### config.mk
export PLATFORM = sky130hd
export DESIGN_NAME = count_capture_fifo_flat
export DESIGN_NICKNAME = d
export VERILOG_FILES = /design/src/rtl/count_capture_fifo_if.sv /design/src/rtl/count_capture_fifo.sv /design/src/flat_wrapper.sv
export SDC_FILE = /design/constraint.sdc
export NUM_CORES = 1
export LEC_CHECK = 0
export ABC_AREA = 0
export ABC_CLOCK_PERIOD_IN_PS = 2800
export BUFFER_PORTS_ARGS = -buffer_cell sky130_fd_sc_hd__buf_2
export CAP_MARGIN = 20
export CORE_MARGIN = 4
export CORE_UTILIZATION = 55
export CTS_CLUSTER_SIZE = 12
export DETAILED_ROUTE_END_ITERATION = 8
export PLACE_DENSITY = 0.77
export SYNTH_ARGS = -nofsm -noshare
export SYNTH_HDL_FRONTEND = slang
export SYNTH_SLANG_ARGS = --single-unit
### constraint.sdc
create_clock -name clk -period 2.8 [get_ports clk]
set_input_delay 0.14 -clock clk [delete_from_list [all_inputs] [get_ports clk]]
set_output_delay 0.14 -clock clk [all_outputs]
set_load 0.02 [all_outputs]
### src/rtl/count_capture_fifo_if.sv
// Capture-FIFO bus: counter snapshot input, trigger controls,
// valid/ready read port and status flags.
interface count_capture_fifo_if #(
  parameter int WIDTH = 8,
  parameter int DEPTH = 4
);
  localparam int LW = $clog2(DEPTH) + 1;

  logic [WIDTH-1:0] counter_state;
  logic             cnt_valid;
  logic             cap_trig;
  logic             cap_en;
  logic             flag_clr;
`ifdef CAPTURE_EDGE_SEL_EN
  logic             edge_sel;
`endif
  logic             rd_ready;
  logic             rd_valid;
  logic [WIDTH-1:0] rd_data;
  logic [LW-1:0]    level;
  logic             full;
  logic             empty;
  logic             overrun;
  logic             miss;

  modport master (
    output counter_state,
    output cnt_valid,
    output cap_trig,
    output cap_en,
    output flag_clr,
`ifdef CAPTURE_EDGE_SEL_EN
    output edge_sel,
`endif
    output rd_ready,
    input  rd_valid,
    input  rd_data,
    input  level,
    input  full,
    input  empty,
    input  overrun,
    input  miss
  );

  modport slave (
    input  counter_state,
    input  cnt_valid,
    input  cap_trig,
    input  cap_en,
    input  flag_clr,
`ifdef CAPTURE_EDGE_SEL_EN
    input  edge_sel,
`endif
    input  rd_ready,
    output rd_valid,
    output rd_data,
    output level,
    output full,
    output empty,
    output overrun,
    output miss
  );
endinterface

### src/rtl/count_capture_fifo.sv
// Counter snapshot FIFO (FWFT). Define CAPTURE_EDGE_SEL_EN
// to add bus.edge_sel (0 = rising, 1 = falling trigger edge).
module count_capture_fifo #(
  parameter int WIDTH = 8,
  parameter int DEPTH = 4
) (
  input logic                clk,
  input logic                rst,
  count_capture_fifo_if.slave bus
);
  localparam int PW = $clog2(DEPTH);
  localparam int LW = PW + 1;

  logic [WIDTH-1:0] r_mem [DEPTH];
  logic [PW-1:0]    r_wr_ptr;
  logic [PW-1:0]    r_rd_ptr;
  logic [LW-1:0]    r_level;
  logic             r_trig_q;
  logic             r_arm;
  logic             r_overrun;
  logic             r_miss;

  logic w_rise;
  logic w_fall;
  logic w_sel;
  logic w_edge;
  logic w_full;
  logic w_empty;
  logic w_pop;
  logic w_push;
  logic w_ovr_set;
  logic w_miss_set;

  assign w_rise = bus.cap_trig & ~r_trig_q;
  assign w_fall = ~bus.cap_trig & r_trig_q;

`ifdef CAPTURE_EDGE_SEL_EN
  assign w_sel = bus.edge_sel ? w_fall : w_rise;
`else
  assign w_sel = w_rise;
`endif

  assign w_edge  = r_arm & bus.cap_en & w_sel;
  assign w_full  = (r_level == LW'(DEPTH));
  assign w_empty = (r_level == '0);
  assign w_pop   = ~w_empty & bus.rd_ready;

  // A full FIFO still takes the push when a pop frees a slot.
  assign w_push = w_edge & bus.cnt_valid
                & (~w_full | w_pop);
  assign w_ovr_set = w_edge & bus.cnt_valid
                   & w_full & ~w_pop;
  assign w_miss_set = w_edge & ~bus.cnt_valid;

  always_ff @(posedge clk) begin
    r_trig_q <= bus.cap_trig;
    if (rst) begin
      r_wr_ptr  <= '0;
      r_rd_ptr  <= '0;
      r_level   <= '0;
      r_arm     <= 1'b0;
      r_overrun <= 1'b0;
      r_miss    <= 1'b0;
    end else begin
      r_arm <= 1'b1;
      if (w_push) begin
        r_mem[r_wr_ptr] <= bus.counter_state;
        r_wr_ptr        <= r_wr_ptr + PW'(1);
      end
      if (w_pop)
        r_rd_ptr <= r_rd_ptr + PW'(1);
      unique case (1'b1)
        (w_push & ~w_pop): r_level <= r_level + LW'(1);
        (w_pop & ~w_push): r_level <= r_level - LW'(1);
        default:           r_level <= r_level;
      endcase
      // Clear wins over a same-cycle set.
      if (bus.flag_clr) begin
        r_overrun <= 1'b0;
        r_miss    <= 1'b0;
      end else begin
        if (w_ovr_set)  r_overrun <= 1'b1;
        if (w_miss_set) r_miss    <= 1'b1;
      end
    end
  end

  assign bus.rd_valid = ~w_empty;
  assign bus.rd_data  = w_empty ? '0 : r_mem[r_rd_ptr];
  assign bus.level    = r_level;
  assign bus.full     = w_full;
  assign bus.empty    = w_empty;
  assign bus.overrun  = r_overrun;
  assign bus.miss     = r_miss;
endmodule
### src/flat_wrapper.sv
// flat-port wrapper written by rule: the top's interface ports become plain ports
module count_capture_fifo_flat 
#(
  parameter int WIDTH = 8,
  parameter int DEPTH = 4
)
  (clk, rst, bus_counter_state, bus_cnt_valid, bus_cap_trig, bus_cap_en, bus_flag_clr, bus_rd_ready, bus_rd_valid, bus_rd_data, bus_level, bus_full, bus_empty, bus_overrun, bus_miss);
  count_capture_fifo_if #(.WIDTH(WIDTH), .DEPTH(DEPTH)) bus_i ();
  input logic clk;
  input logic rst;
  input wire logic [$bits(bus_i.counter_state)-1:0] bus_counter_state;
  input wire logic [$bits(bus_i.cnt_valid)-1:0] bus_cnt_valid;
  input wire logic [$bits(bus_i.cap_trig)-1:0] bus_cap_trig;
  input wire logic [$bits(bus_i.cap_en)-1:0] bus_cap_en;
  input wire logic [$bits(bus_i.flag_clr)-1:0] bus_flag_clr;
  input wire logic [$bits(bus_i.rd_ready)-1:0] bus_rd_ready;
  output wire logic [$bits(bus_i.rd_valid)-1:0] bus_rd_valid;
  output wire logic [$bits(bus_i.rd_data)-1:0] bus_rd_data;
  output wire logic [$bits(bus_i.level)-1:0] bus_level;
  output wire logic [$bits(bus_i.full)-1:0] bus_full;
  output wire logic [$bits(bus_i.empty)-1:0] bus_empty;
  output wire logic [$bits(bus_i.overrun)-1:0] bus_overrun;
  output wire logic [$bits(bus_i.miss)-1:0] bus_miss;
  assign bus_i.counter_state = bus_counter_state;
  assign bus_i.cnt_valid = bus_cnt_valid;
  assign bus_i.cap_trig = bus_cap_trig;
  assign bus_i.cap_en = bus_cap_en;
  assign bus_i.flag_clr = bus_flag_clr;
  assign bus_i.rd_ready = bus_rd_ready;
  assign bus_rd_valid = bus_i.rd_valid;
  assign bus_rd_data = bus_i.rd_data;
  assign bus_level = bus_i.level;
  assign bus_full = bus_i.full;
  assign bus_empty = bus_i.empty;
  assign bus_overrun = bus_i.overrun;
  assign bus_miss = bus_i.miss;
  count_capture_fifo #(.WIDTH(WIDTH), .DEPTH(DEPTH)) u_core (.clk(clk), .rst(rst), .bus(bus_i));
endmodule
==> impl_metrics.csv, run 1 <==
group,metric,value,unit
floorplanning,core-area,3420,µm²
floorplanning,start_util,58.3,%
cells_and_area,drive_above_1_share,28.3,%
setup_path,crit_start,"bus_cap_trig",
placement,io_buffers,30,
sta,fin_crit_sh,85.5,%
setup_path,crit_fanout,8,
pwr,p_int,1.08,mW
floorplanning,dieArea,4650,µm²
clock_tree,cts.htree.levels,2,
global_routing,grt_pass1_wl,5940,µm
cells_and_area,diodes,0,
synthesis,yosys_warnings,0,
global_routing,grt_max_degree,15,
synthesis,synthesis.area,1990,µm²
floorplanning,num_rows,21,
sta,finalCriticalPeriod,2.39,ns
sta,setup_ws,0.407,ns
floorplanning,die_x,68.2,µm
min_path,worstHoldStart,"rst",
clock_tree,clkSlewWorstSetupHoldPaths,0.12,ns
clock_tree,cts_tree,"done",
clock_tree,cts_buffer_depth,2,
synthesis,ys_seq_elements,45,
sta,timing_hold_violations_final,0,
synthesis,ys_seq_area_share,61.3,%
global_routing,gr-total-overflow,0,
run_status,status,"complete, no violations",
pwr,leakagePower,0.838,nW
setup_path,arrival,2.67,ns
setup_path,reg2reg_slack,0.45,ns
clock_tree,clock-root-buffer,"clkbuf_4",
cells_and_area,mostFrequentLayoutCells,"32 x edfxtp_1, 30 x buf_2, 13 x and2_1, 13 x dfxtp_1, 11 x nor2_1",
placement,dpl_worst_slack,0.518,ns
sta,fin_skew,0.00962,ns
setup_path,cp.required,3.08,ns
setup_path,crit-reg2reg-capture,"u_core.bus.level[1]$_SDFFE_PP0P_",
cells_and_area,fillers,261,
synthesis,syn_nets,161,
clock_tree,cts_buffers,5,
sta,setup_viol,0,
sta,relSlewSlack,65.2,%
pwr,p_comb_share,34.3,%
job,cap_violations,0,
clock_tree,cts.repair.resized,0,
setup_path,timing.rr.start,"u_core.r_trig_q$_DFF_P_",
global_routing,track_usage,18.2,%
synthesis,avgSynthCellArea,14.1,µm²
pwr,power_frac_seq,48.4,%
min_path,holdCritPathClass,"primary input to flop",
pwr,clock_power_share,17.3,%
sta,slew_violations,0,
drt,vias,1268,
sta,rsz0062_at_grt,"no",
drt,routed_wl,3770,µm
cells_and_area,final_nets,199,
floorplanning,die_y,68.2,µm
drt,drc,0,
pwr,ir_drop,369,µV
setup_path,critPathCaptureType,"flop",
clock_tree,clkLatencyLatePin,0.35,ns
drt,viasPerCell,5.61,
cells_and_area,layout_commonest_cell,"edfxtp_1",
floorplanning,pin_count,31,
pwr,switchingPower,572,µW
drt,dr.first_iter.drc_count,70,
synthesis,synthCells,141,
drt,firstDrtPassIters,4,
cells_and_area,layout.cells.non_filler,226,
drt,wire_per_inst,16.7,µm
cells_and_area,syn_to_final_growth,15.3,%
setup_path,reg2reg_depth,8,
setup_path,worstSetupStartpointType,"primary input",
setup_path,critPathKind,"primary input to flop",
placement,place_congestion,0.927,
setup_path,endpoint,"u_core.bus.level[1]$_SDFFE_PP0P_",
pwr,p_sw_share,34.5,%
synthesis,synth.distinct_cells,44,
pwr,p_per_area,721,nW/µm²
sta,worst_slew_pin_slew,0.522,ns
global_routing,antenna_found_initial,0,
sta,setup_tns,0,ns
placement,placedCellCount,208,
clock_tree,cts_sinks,45,
sta,max_freq,418,MHz
drt,antenna_left,0,
global_routing,grt_pass1_vias,1241,
placement,hpwl,2590,µm
[cell type report]
class | count | area [µm²] | share of cell area [%]
Tap cell | 46 | 57.6 | 2.51
Inverter | 7 | 26.3 | 1.14
Clock buffer | 7 | 45.0 | 1.96
Timing Repair Buffer | 40 | 250 | 10.9
Multi-Input combinational cell | 80 | 692 | 30.1
Clock inverter | 1 | 5.00 | 0.218
Sequential cell | 45 | 1220 | 53.2
[synth_stat cells (all sizes together)]
cell type	count	area share, %
clkbuf	4	0.82
o21ai	2	0.50
o32ai	1	0.44
nor3	4	1.0
nand3	3	0.75
o311ai	1	1.3
nand2	4	0.88
a211o	1	0.44
and3	1	0.38
inv	7	1.3
a2bb2oi	1	0.44
a21oi	2	0.50
fa	1	1.0
and4b	1	0.50
o2111ai	1	0.44
mux2i	1	0.50
nand4b	1	0.44
a211oi	1	0.38
o221ai	1	0.44
and2	13	4.1
nand4	1	0.31
a31oi	3	0.94
nor4	1	0.31
mux4	8	9.0
nand2b	1	0.31
edfxtp	32	48
dfxtp	13	13
a41o	1	0.57
xnor2	2	0.88
nor2	11	2.1
buf	5	1.8
a221oi	1	0.44
a21o	1	0.38
ha	4	2.5
or3	2	0.88
xor2	2	0.88
or2	2	0.75
[what timing repair did]
item                      CTS  global route
hold buffers                8             2
hold endpoints to repair   26             8
setup buffers               0             0
[registers in the layout, indices dropped and copies added (netlist names), named ones only]
name and cells:
u_core.bus.overrun 1, u_core.bus.level 3, u_core.r_arm 1, u_core.r_rd_ptr 2, u_core.r_wr_ptr 2, u_core.r_mem 32, u_core.r_trig_q 1, u_core.bus.miss 1
[critical path, stage by stage]
cell	delay, ns
dlygate4sd3_1	0.51
buf_2	0.11
and4b_1	0.41
nand2_2	0.15
nand3_1	0.13
fa_1	0.44
o21ai_0	0.25
nor3_1	0.07
a221oi_1	0.24
a2bb2oi_1	0.20
[kinds of logic (layout without fill, tap and decap cells)]
family	count (synthesis)	count (layout)	share of synthesized area, %
compound gates	17	17	7.22
flops	45	45	61.3
fa+ha+maj	5	5	3.52
simple gates	45	45	12.7
xor+xnor	4	4	1.76
buf+inv	16	55	3.96
mux	9	9	9.55
[per-stage QoR]
step / hold WS, ns / util, % / area [µm²] / power (mW)
floorplan: 0.168 / - / 1990 / 1.23
global placement: 0.272 / 62.9 / 2150 / 1.35
detailed placement: 0.275 / 62.9 / 2150 / 1.37
CTS: 0.00231 / 66.7 / 2280 / 1.66
global route: 0.110 / 67.3 / 2300 / 1.75
finish: 0.116 / 67.3 / 2300 / 1.66
[power groups by stage]
stage               sequential [mW]  combinational [mW]  clock (mW)
finish                        0.801               0.568       0.287
global route                  0.810               0.614       0.325
CTS                           0.802               0.567       0.295
detailed placement            0.818               0.556           0
global placement              0.816               0.534           0
floorplan                     0.786               0.441           0
[worst min-delay path by stage]
stage	to	cells after the start
5_1_grt	u_core.r_rd_ptr[0]$_SDFFE_PP0P_	2
3_5_place_dp	u_core.r_trig_q$_DFF_P_	1
6_report	u_core.r_rd_ptr[0]$_SDFFE_PP0P_	2
2_1_floorplan	u_core.r_trig_q$_DFF_P_	0
4_1_cts	u_core.r_mem[0][2]$_DFFE_PP_	1
3_3_place_gp	u_core.r_trig_q$_DFF_P_	1
[layer usage]
| layer | GRT usage [%] | vias to the layer above | wire length (µm) |
|---|---|---|---|
| met5 | 0 | - | 0 |
| met4 | 7.94 | 0 | 83 |
| met3 | 5.09 | 10 | 194 |
| met2 | 28.3 | 42 | 1890 |
| met1 | 24.0 | 612 | 1600 |
| li1 | - | 604 | - |
No activity file was read; power rests on OpenSTA's default activity.
==> inputs of run 2 (changes only) <==
CORE_MARGIN = unset   (was 4)
==> impl_metrics.csv, run 2 (synthesis results as in run 1) <==
group,metric,value,unit
cells_and_area,largest_reg_flops,32,
setup_path,crit_chain,"dlygate4sd3_1 > buf_2 > and4b_1 > nand2_2 > nand3_1 > fa_1 > o21ai_0 > nor3_1 > a221oi_1 > a2bb2oi_1",
sta,finalCriticalPeriod,2.34,ns
drt,firstDrtPassIters,4,
sta,setup_viol,0,
setup_path,cp.required,3.08,ns
sta,relSlewSlack,65.0,%
clock_tree,postCtsSetupBuffers,0,
clock_tree,cts.htree.levels,2,
clock_tree,clock-root-buffer,"clkbuf_4",
floorplanning,num_rows,21,
global_routing,track_usage,18.8,%
drt,dr.first_iter.drc_count,86,
global_routing,antenna_found_initial,0,
placement,place_congestion,0.865,
sta,timing_hold_violations_final,0,
run_status,status,"complete, no violations",
clock_tree,cts_tree,"done",
setup_path,critPathKind,"primary input to flop",
cells_and_area,fillers,264,
clock_tree,cts_buffers,5,
pwr,leakagePower,0.833,nW
pwr,p_per_area,719,nW/µm²
cells_and_area,final_nets,199,
drt,viasPerCell,5.53,
drt,vias,1250,
floorplanning,die_x,62.2,µm
setup_path,arrival,2.61,ns
drt,wire_per_inst,15.2,µm
floorplanning,core-area,3420,µm²
floorplanning,die_y,62.2,µm
cells_and_area,diodes,0,
global_routing,gr-total-overflow,0,
setup_path,cp_slowest_cell,"dlygate4sd3_1",
cells_and_area,largest_register,"u_core.r_mem",
job,cap_violations,0,
setup_path,cpPeakStageDelay,0.52,ns
sta,fin_crit_sh,83.4,%
cells_and_area,mostFrequentLayoutCells,"32 x edfxtp_1, 30 x buf_2, 13 x and2_1, 13 x dfxtp_1, 11 x nor2_1",
sta,rsz0062_at_grt,"no",
setup_path,crit_fanout,8,
clock_tree,cts_buffer_depth,2,
global_routing,grt_pass1_vias,1200,
global_routing,grt_pass1_wl,5460,µm
drt,routed_wl,3430,µm
cells_and_area,layout_commonest_cell,"edfxtp_1",
sta,fin_skew,0.0132,ns
sta,setup_tns,0,ns
sta,max_freq,428,MHz
clock_tree,clkSlewWorstSetupHoldPaths,0.12,ns
placement,hpwl,2390,µm
floorplanning,pin_count,31,
cells_and_area,final_util,67.4,%
clock_tree,clkLatencyLatePin,0.35,ns
setup_path,worstSetupStartpointType,"primary input",
setup_path,critPathCaptureType,"flop",
floorplanning,dieArea,3870,µm²
min_path,holdCritPathClass,"primary input to flop",
floorplanning,start_util,58.3,%
clock_tree,cts_sinks,45,
pwr,ir_drop,322,µV
placement,io_buffers,30,
cells_and_area,syn_to_final_growth,15.6,%
cells_and_area,drive_above_1_share,28.9,%
drt,antenna_left,0,
sta,slew_violations,0,
drt,drc,0,
global_routing,grt_max_degree,15,
setup_path,reg2reg_slack,0.52,ns
sta,worst_slew_pin_slew,0.525,ns
[run 2: what timing repair did]
| item | in CTS | in global routing |
|---|---|---|
| hold endpoints to repair | 35 | 0 |
| resized for setup | 0 | 0 |
| hold buffers | 10 | 0 |
[run 2: worst paths after layout]
kind,start,to,cells after the start
worst max-delay path,bus_cap_trig,u_core.bus.level[1]$_SDFFE_PP0P_,10
worst min-delay path,rst,u_core.r_wr_ptr[0]$_SDFFE_PP0N_,2
worst max register to register,u_core.r_trig_q$_DFF_P_,u_core.bus.level[1]$_SDFFE_PP0P_,8
worst min register to register,u_core.bus.miss$_SDFFE_PP0P_,u_core.bus.miss$_SDFFE_PP0P_,2
[run 2: final cells by class]
| cell class | instances | area (µm²) | share of cell area, % |
|---|---|---|---|
| inverters | 7 | 26.3 | 1.14 |
| clock buffers | 6 | 41.3 | 1.79 |
| clock inverters | 2 | 15.0 | 0.652 |
| flip-flops and latches | 45 | 1220 | 53.0 |
| repair buffers | 40 | 250 | 10.9 |
| well taps | 46 | 57.6 | 2.50 |
| multi-input cells | 80 | 692 | 30.0 |
[run 2: where the power goes]
part           leakage (nW)  internal [mW]  switching [mW]  total [mW]
Combinational         0.415          0.245           0.314       0.560
Clock                0.0245         0.0983           0.198       0.296
Sequential            0.394          0.741          0.0595       0.800
[run 2: stage by stage]
step | total power, mW | hold WS (ns) | instances | worst slack (ns) | instance area [µm²]
after CTS | 1.67 | 0.105 | 226 | 0.491 | 2300
after global routing | 1.75 | 0.127 | 226 | 0.306 | 2300
after global placement | 1.35 | 0.273 | 208 | 0.692 | 2150
after detailed placement | 1.37 | 0.288 | 208 | 0.558 | 2150
final | 1.66 | 0.122 | 226 | 0.464 | 2300
after floorplan | 1.23 | 0.168 | 141 | 0.339 | 1990
[run 2: metal layers]
layer | wire [µm] | vias to the layer above | track usage (%)
li1 | - | 597 | -
met1 | 1500 | 598 | 24.4
met2 | 1720 | 48 | 29.9
met3 | 156 | 7 | 4.60
met4 | 48 | 0 | 8.72
met5 | 0 | - | 0
[run 2: critical path: cells and delay by family]
| family | cells | cell delay [ns] |
|---|---|---|
| and+or+nand+nor | 4 | 0.76 |
| buffers and inverters | 2 | 0.64 |
| adders and majority gates | 1 | 0.43 |
| AOI/OAI and AO/OA | 3 | 0.64 |
==> inputs of run 3 (changes only) <==
ABC_CLOCK_PERIOD_IN_PS = 2020   (was 2800)
CORE_UTILIZATION = 50   (was 55)
PLACE_DENSITY = 0.73   (was 0.77)
clock period = 2.02 ns   (was 2.8 ns; I/O delays follow)
==> impl_metrics.csv, run 3 (synthesis results as in run 1) <==
group,metric,value,unit
cells_and_area,fillers,292,
global_routing,use_met1,23.4,%
setup_path,critPathKind,"flop to flop",
cells_and_area,drive_above_1_share,39.2,%
global_routing,antenna_found_initial,0,
drt,viasPerCell,5.57,
drt,routed_wl,3560,µm
global_routing,grt_max_degree,17,
sta,fin_crit_sh,96.1,%
cells_and_area,layout.cells.non_filler,234,
job,cap_violations,0,
sta,fin_skew,0.00868,ns
cells_and_area,regArea,1220,µm²
global_routing,gr-total-overflow,0,
floorplanning,pin_count,31,
floorplanning,dieArea,4240,µm²
drt,wire_per_inst,15.2,µm
clock_tree,cts_sinks,45,
setup_path,crit_buf_inv,0,
global_routing,grt_pass1_wl,5820,µm
clock_tree,clock-root-buffer,"clkbuf_8",
pwr,leakagePower,0.897,nW
sta,max_freq,515,MHz
clock_tree,clkLatencyLatePin,0.29,ns
pwr,total_power,2.54,mW
setup_path,cpPeakStageDelay,0.45,ns
cells_and_area,diodes,0,
setup_path,crit_fanout,2,
floorplanning,core-area,3740,µm²
clock_tree,cts.htree.levels,2,
cells_and_area,final_nets,205,
placement,place_congestion,0.857,
pwr,ir_drop,519,µV
cells_and_area,multi_input_area,703,µm²
setup_path,crit_family,"compound AO/OA/AOI/OAI gates",
sta,setup_viol,0,
cells_and_area,syn_to_final_growth,19.7,%
setup_path,reg2reg_slack,0.08,ns
global_routing,grtUsageMet2,32.2,%
clock_tree,cts_tree,"done",
sta,finalCriticalPeriod,1.94,ns
drt,vias,1303,
setup_path,cp.required,2.24,ns
cells_and_area,largest_reg_flops,32,
setup_path,cp_slowest_cell,"fa_2",
clock_tree,cts_buffers,5,
global_routing,top_usage_layer,"met2",
cells_and_area,layout_commonest_cell,"edfxtp_1",
global_routing,track_usage,18.9,%
clock_tree,clkSlewWorstSetupHoldPaths,0.09,ns
pwr,p_per_area,1070,nW/µm²
drt,antenna_left,0,
sta,worst_slew_pin_slew,0.398,ns
drt,firstDrtPassIters,4,
sta,timing_hold_violations_final,0,
min_path,holdCritPathClass,"primary input to flop",
drt,drc,0,
cells_and_area,mostFrequentLayoutCells,"32 x edfxtp_1, 30 x buf_2, 14 x buf_4",
global_routing,grtUsageMet3,4.86,%
setup_path,worstSetupStartpointType,"flop",
cells_and_area,largest_register,"u_core.r_mem",
setup_path,arrival,2.16,ns
floorplanning,die_y,65.1,µm
sta,slew_violations,0,
sta,relSlewSlack,73.4,%
floorplanning,num_rows,22,
floorplanning,start_util,53.2,%
drt,dr.first_iter.drc_count,75,
placement,placedCellCount,222,
run_status,status,"complete, no violations",
clock_tree,cts_buffer_depth,2,
floorplanning,die_x,65.1,µm
setup_path,crit_chain,"or3_4 > nand3_2 > fa_2 > o21ai_2 > nor3_1 > a211o_1 > a2bb2oi_1",
global_routing,grt_pass1_vias,1291,
placement,io_buffers,30,
placement,hpwl,2520,µm
setup_path,critPathCaptureType,"flop",
sta,rsz0062_at_grt,"yes",
run 3: cell type report:
cell class / instances / share of cell area, %
well taps: 48 / 2.52
repair buffers: 46 / 11.5
multi-input cells: 80 / 29.5
flip-flops and latches: 45 / 51.4
inverters: 7 / 1.10
clock inverters: 3 / 1.05
clock buffers: 5 / 2.89
run 3: timing repair:
item | CTS | global route
endpoints found under the hold margin | 3 | 0
setup buffers | 0 | 2
resized for setup | 0 | 3
setup endpoints to repair | 0 | 2
hold buffers | 2 | 0
run 3: power breakdown:
group	leakage, nW	switching, mW	internal (mW)
registers	0.395	0.0397	1.03
clock network	0.0447	0.307	0.250
logic	0.457	0.508	0.410
run 3: layer usage:
layer  vias to the layer above  share of wire [%]
met5                         -                  0
met4                         0                2.0
met3                         9                5.6
met2                        43                 52
met1                       642                 40
li1                        609                  -
run 3: path summary, 6_finish.rpt:
kind	startpoint	to	cells after the start
hold reg to reg	u_core.bus.miss$_SDFFE_PP0P_	u_core.bus.miss$_SDFFE_PP0P_	2
hold / removal	bus_counter_state[2]	u_core.r_mem[2][2]$_DFFE_PP_	1
setup reg to reg	u_core.bus.level[2]$_SDFFE_PP0P_	u_core.bus.level[1]$_SDFFE_PP0P_	7
setup / recovery	u_core.bus.level[2]$_SDFFE_PP0P_	u_core.bus.level[1]$_SDFFE_PP0P_	7
run 3: worst register-to-register path, cell delays in order, from the launching register on:
cell       delay, ns
dfxtp_2         0.33
or3_4           0.39
nand3_2         0.08
fa_2            0.45
o21ai_2         0.17
nor3_1          0.06
a211o_1         0.28
a2bb2oi_1       0.12
run 3: per-stage QoR:
stage	setup TNS (ns)	instance area, µm²	worst slack [ns]	hold slack, ns	utilization (%)
2_1_floorplan	-0.296	2010	-0.153	0.129	-
3_3_place_gp	0	2250	0.0958	0.228	60.0
3_5_place_dp	0	2250	0.0288	0.232	60.0
4_1_cts	0	2360	0.0120	0.00939	63.1
5_1_grt	-0.0279	2380	-0.0279	0.00145	63.7
6_report	0	2380	0.0787	0.0142	63.7
